## src/rtl/instruction_fetch_unit.sv

```systemverilog
// Instruction fetch stage: program counter, IF/ID pipeline register, sticky
// redirect-alignment flag and a saturating count of accepted instructions.
module instruction_fetch_unit #(
    parameter logic [31:0] RESET_PC = 32'h0000_0000
) (
    input  logic        Clk,
    input  logic        Reset,
    input  logic        Stall,
    input  logic        Redirect,
    input  logic [31:0] RedirectPC,
    input  logic [31:0] ImemInstruction,
    output logic [31:0] ImemAddress,
    output logic [31:0] PC,
    output logic [31:0] IF_ID_Instruction,
    output logic [31:0] IF_ID_PCPlus4,
    output logic        IF_ID_Valid,
    output logic        AlignError,
    output logic [31:0] FetchCount
);

    logic [31:0] pc_q;
    logic [31:0] pc_plus4;
    logic [31:0] instr_q;
    logic [31:0] pc_plus4_q;
    logic        valid_q;
    logic        align_q;
    logic [31:0] count_q;

    // Wraps naturally modulo 2^32.
    assign pc_plus4 = pc_q + 32'd4;

    always_ff @(posedge Clk or negedge Reset) begin
        if (!Reset) begin
            pc_q       <= {RESET_PC[31:2], 2'b00};
            instr_q    <= '0;
            pc_plus4_q <= '0;
            valid_q    <= 1'b0;
            align_q    <= 1'b0;
            count_q    <= '0;
        end else if (Redirect) begin
            // Redirect wins over Stall; the fetched word is squashed into a bubble.
            pc_q    <= {RedirectPC[31:2], 2'b00};
            instr_q <= '0;
            valid_q <= 1'b0;
            if (RedirectPC[1:0] != 2'b00) begin
                align_q <= 1'b1;
            end
        end else if (!Stall) begin
            pc_q       <= pc_plus4;
            instr_q    <= ImemInstruction;
            pc_plus4_q <= pc_plus4;
            valid_q    <= 1'b1;
            if (count_q != '1) begin
                count_q <= count_q + 32'd1;
            end
        end
    end

    assign PC                = pc_q;
    assign ImemAddress       = pc_q;
    assign IF_ID_Instruction = instr_q;
    assign IF_ID_PCPlus4     = pc_plus4_q;
    assign IF_ID_Valid       = valid_q;
    assign AlignError        = align_q;
    assign FetchCount        = count_q;

endmodule

```

## config.mk

```make
export PLATFORM = sky130hd
export DESIGN_NAME = instruction_fetch_unit
export DESIGN_NICKNAME = d
export VERILOG_FILES = /design/src/rtl/instruction_fetch_unit.sv
export SDC_FILE = /design/constraint.sdc
export NUM_CORES = 1
export LEC_CHECK = 0
export CORE_MARGIN = 3
export CORE_UTILIZATION = 60
export DETAILED_ROUTE_END_ITERATION = 7
export DONT_BUFFER_PORTS = 1
export GPL_TIMING_DRIVEN = 0
export PLACE_DENSITY = 0.76
export SYNTH_ARGS = -nofsm -noshare
export SYNTH_HDL_FRONTEND = slang
export SYNTH_SLANG_ARGS = --single-unit
```

## constraint.sdc

```tcl
create_clock -name Clk -period 5 [get_ports Clk]
set_input_delay 0 -clock Clk [delete_from_list [all_inputs] [get_ports Clk]]
set_output_delay 0 -clock Clk [all_outputs]
set_load 0.03 [all_outputs]
```

==> flow_summary.yaml <==
synth:
  synth_top_family_by_area: "simple AND/OR/NAND/NOR gates"
  synthMuxAreaShare: 0.0580
  synth_cell_type_count: 45
  synth_top_area_share: 0.488
  synth_seq_cells: 126
  synth_compound_area_frac: 0.0606
  ys_seq_area_frac: 0.488
  synthTopCellsByArea: "dfrtp_1, xor2_1, mux2i_1"
  synth-xor-area-share: 0.106
  synthSimpleGateAreaFrac: 0.215
  synth.largest_area_cell: "dfrtp_1"
  synth_area_um2: 6470
  synth_fa_ha_area_frac: 0.00387
  syn_inst: 666
  syn_area_per_cell_um2: 9.71
  yosysWarnings: 0
setup_path:
  crit_path_end_kind: "flop"
  start_kind: "flop"
  cpPeakStageDelay_ns: 1.08
  crit_required_ns: 5.41
  ff2ff_path_depth: 7
  worstSetupStartpoint: "ImemAddress[5]$_DFFE_PN0N_"
  r2r-end: "ImemAddress[19]$_DFFE_PN0N_"
  cp_slowest_cell: "nor3_1"
  critical_path.max_fanout: 10
  endpoint: "ImemAddress[19]$_DFFE_PN0N_"
  crit_type: "flop to flop"
  arrival_ns: 3.76
  regToRegSetupSlack_ns: 1.65
  worstPathCellList: "buf_2 -> nand3_2 -> nor3_1 -> nand3_1 -> xnor2_1 -> o21ai_0 -> dlygate4sd3_1"
  regToRegStartpoint: "ImemAddress[5]$_DFFE_PN0N_"
sta:
  setup_violations: 0
  rsz0062_at_grt: "no"
  timing.final.ws_setup_ns: 1.65
  final.setup_skew_ns: 0.00885
  fin_tns_setup_ns: 0
  max-slew-margin-rel: 0.155
  fmax_mhz: 299
  slew_violations: 0
  tightest_slew_ns: 1.26
  fin_crit_sh: 0.669
  period_needed_ns: 3.35
  finalHoldViolCount: 0
pwr:
  p_int_mw: 2.05
  ir_drop_mv: 0.215
  power.leakage_nw: 3.51
  p_switching_mw: 1.02
  pwr-share-comb: 0.140
  seq_power_share: 0.470
  power.share.switching: 0.332
  clkPwrFrac: 0.390
  power.density_nw_per_um2: 378
floorplan:
  start_util: 0.621
  rows: 37
  ioPinCount: 230
  chipWidth_um: 110
  core_um2: 10400
  fp.dieH_um: 110
  die-area_um2: 12100
global_route:
  use_met2: 0.523
  grt_busiest_layer: "met2"
  met1_usage: 0.375
  grt-ovfl-total: 0
  grt_max_degree: 127
  grt_antenna_before_repair: 0
  use_met3: 0.111
  first_global_vias: 5603
  grt_pass1_wl_um: 29000
  grtUsageTotal: 0.313
place:
  pre_cts_slack_ns: 2.31
  routabilityCongestion: 0.906
  dp_hpwl_um: 12200
  portBuffers: 0
cts:
  clk_transition_reported_paths_ns: 0.06
  root_buffer: "clkbuf_8"
  cts_made_buffers: 17
  post_cts_buffers: 0
  cts.sinks: 126
  htree_levels: 4
  cts_buffer_depth: 2
  hold_buffers: 86
  clock_latency_ns: 0.52
  ctsResizeCount: 0
  cts_tree: "built"
routing:
  drtIter0Drc: 432
  drt_first_pass_iters: 5
  drc: 0
  postRouteAntennaNets: 0
  via_per_inst: 6.00
  wl_per_cell_um: 20.0
  vias: 5548
  postRouteWirelength_um: 18500
layout:
  syn2layout_area_growth_pct: 25.4
  fin_nets: 846
  drive_above_1_share: 0.122
  antenna_cells: 0
job:
  maxCapViolations: 0
worst_hold_path:
  hp-class: "input pin to flop"
run_status:
  status: "complete, no violations"
cells in the mapped netlist, drive strengths merged:
cell / count
a21oi: 3
a311oi: 1
a31o: 1
a31oi: 7
and2: 6
and3: 4
and4: 5
and4b: 1
buf: 47
clkbuf: 21
clkinv: 1
conb: 1
dfrtp: 126
ha: 2
inv: 9
mux2: 4
mux2i: 33
nand2: 86
nand2b: 1
nand3: 30
nand3b: 3
nand4: 33
nand4b: 2
nor2: 59
nor2b: 2
nor3: 17
nor3b: 2
nor4: 10
nor4b: 2
o21ai: 57
o31ai: 4
or2: 2
or3: 4
or4: 2
xnor2: 33
xor2: 45
sequential cells by signal, summed over array words and instances, names as in the netlist:
| signal | count |
|---|---|
| FetchCount | 32 |
| IF_ID_Instruction | 32 |
| IF_ID_PCPlus4 | 30 |
| ImemAddress | 30 |
| AlignError | 1 |
| IF_ID_Valid | 1 |
routing by layer:
layer  wire length, µm  up-vias
met4               366        0
met1              6930     2705
met3              2020       36
li1                  -     2485
met5                 0        -
met2              9190      322
cells by family (layout without fill, tap and decap cells):
| kind of cell | Yosys count | after routing |
|---|---|---|
| AO/OA/AOI/OAI | 73 | 73 |
| XOR/XNOR | 78 | 78 |
| adder cells (fa/ha/maj) | 2 | 2 |
| buffers and inverters | 78 | 196 |
| flip-flops | 126 | 126 |
| multiplexers | 37 | 37 |
| other | 1 | 6 |
| AND/OR/NAND/NOR | 271 | 271 |
power by group through the flow:
| stage | clock network (mW) | logic (mW) | registers (mW) |
|---|---|---|---|
| global placement | 0 | 0.320 | 1.45 |
| detailed placement | 0 | 0.332 | 1.46 |
| finish | 1.20 | 0.429 | 1.44 |
| floorplan | 0 | 0.282 | 1.42 |
| CTS | 1.20 | 0.420 | 1.44 |
| global route | 1.26 | 0.470 | 1.46 |
layout by cell type (no fill, tap or decap), drive strengths merged:
cell,Yosys,layout
dfrtp,126,126
nand2,86,86
dlygate4sd3,0,85
nor2,59,59
o21ai,57,57
buf,47,48
xor2,45,45
clkbuf,21,43
mux2i,33,33
nand4,33,33
xnor2,33,33
nand3,30,30
nor3,17,17
nor4,10,10
inv,9,9
a31oi,7,7
conb,1,6
and2,6,6
and4,5,5
clkinvlp,0,5
or3,4,4
and3,4,4
o31ai,4,4
mux2,4,4
clkinv,1,4
a21oi,3,3
nand3b,3,3
or2,2,2
nor4b,2,2
or4,2,2
nand4b,2,2
nor2b,2,2
ha,2,2
bufinv,0,2
nor3b,2,2
a31o,1,1
a311oi,1,1
and4b,1,1
nand2b,1,1
layout make-up:
cell class | instances | area, µm²
fillers | 666 | 2310
flip-flops and latches | 126 | 3150
plain buffers | 68 | 407
repair buffers | 86 | 878
clock buffers | 22 | 463
well taps | 136 | 170
inverters | 10 | 37.5
multi-input cells | 467 | 2890
clock inverters | 10 | 113
worst min path at each step:
stage / start / endpoint / depth (start not counted)
after floorplan: Reset / AlignError$_DFFE_PN0P_ / 0
after global routing: Redirect / ImemAddress[31]$_DFFE_PN0N_ / 2
after global placement: Reset / IF_ID_PCPlus4[8]$_DFFE_PN0P_ / 0
after detailed placement: Reset / IF_ID_PCPlus4[8]$_DFFE_PN0P_ / 0
after CTS: Redirect / ImemAddress[31]$_DFFE_PN0N_ / 2
final: Redirect / ImemAddress[31]$_DFFE_PN0N_ / 2
metrics by stage:
| stage | total power [mW] | instance area [µm²] | hold slack, ns | instances | utilization |
|---|---|---|---|---|---|
| floorplan | 1.70 | 6490 | -0.296 | 671 | - |
| global placement | 1.77 | 6660 | -0.292 | 807 | 0.639 |
| detailed placement | 1.79 | 6660 | -0.292 | 807 | 0.639 |
| CTS | 3.06 | 8110 | 0.0265 | 925 | 0.779 |
| global route | 3.18 | 8110 | 0.0493 | 925 | 0.779 |
| finish | 3.06 | 8110 | 0.0338 | 925 | 0.779 |
critical path, delay by kind of cell (launching register included):
family | cells | cell delay [ns]
simple gates | 3 | 1.58
buf+inv | 2 | 0.82
flops | 1 | 0.54
xor+xnor | 1 | 0.20
compound gates | 1 | 0.09
Note: power is estimated with default switching activity, not from simulation.
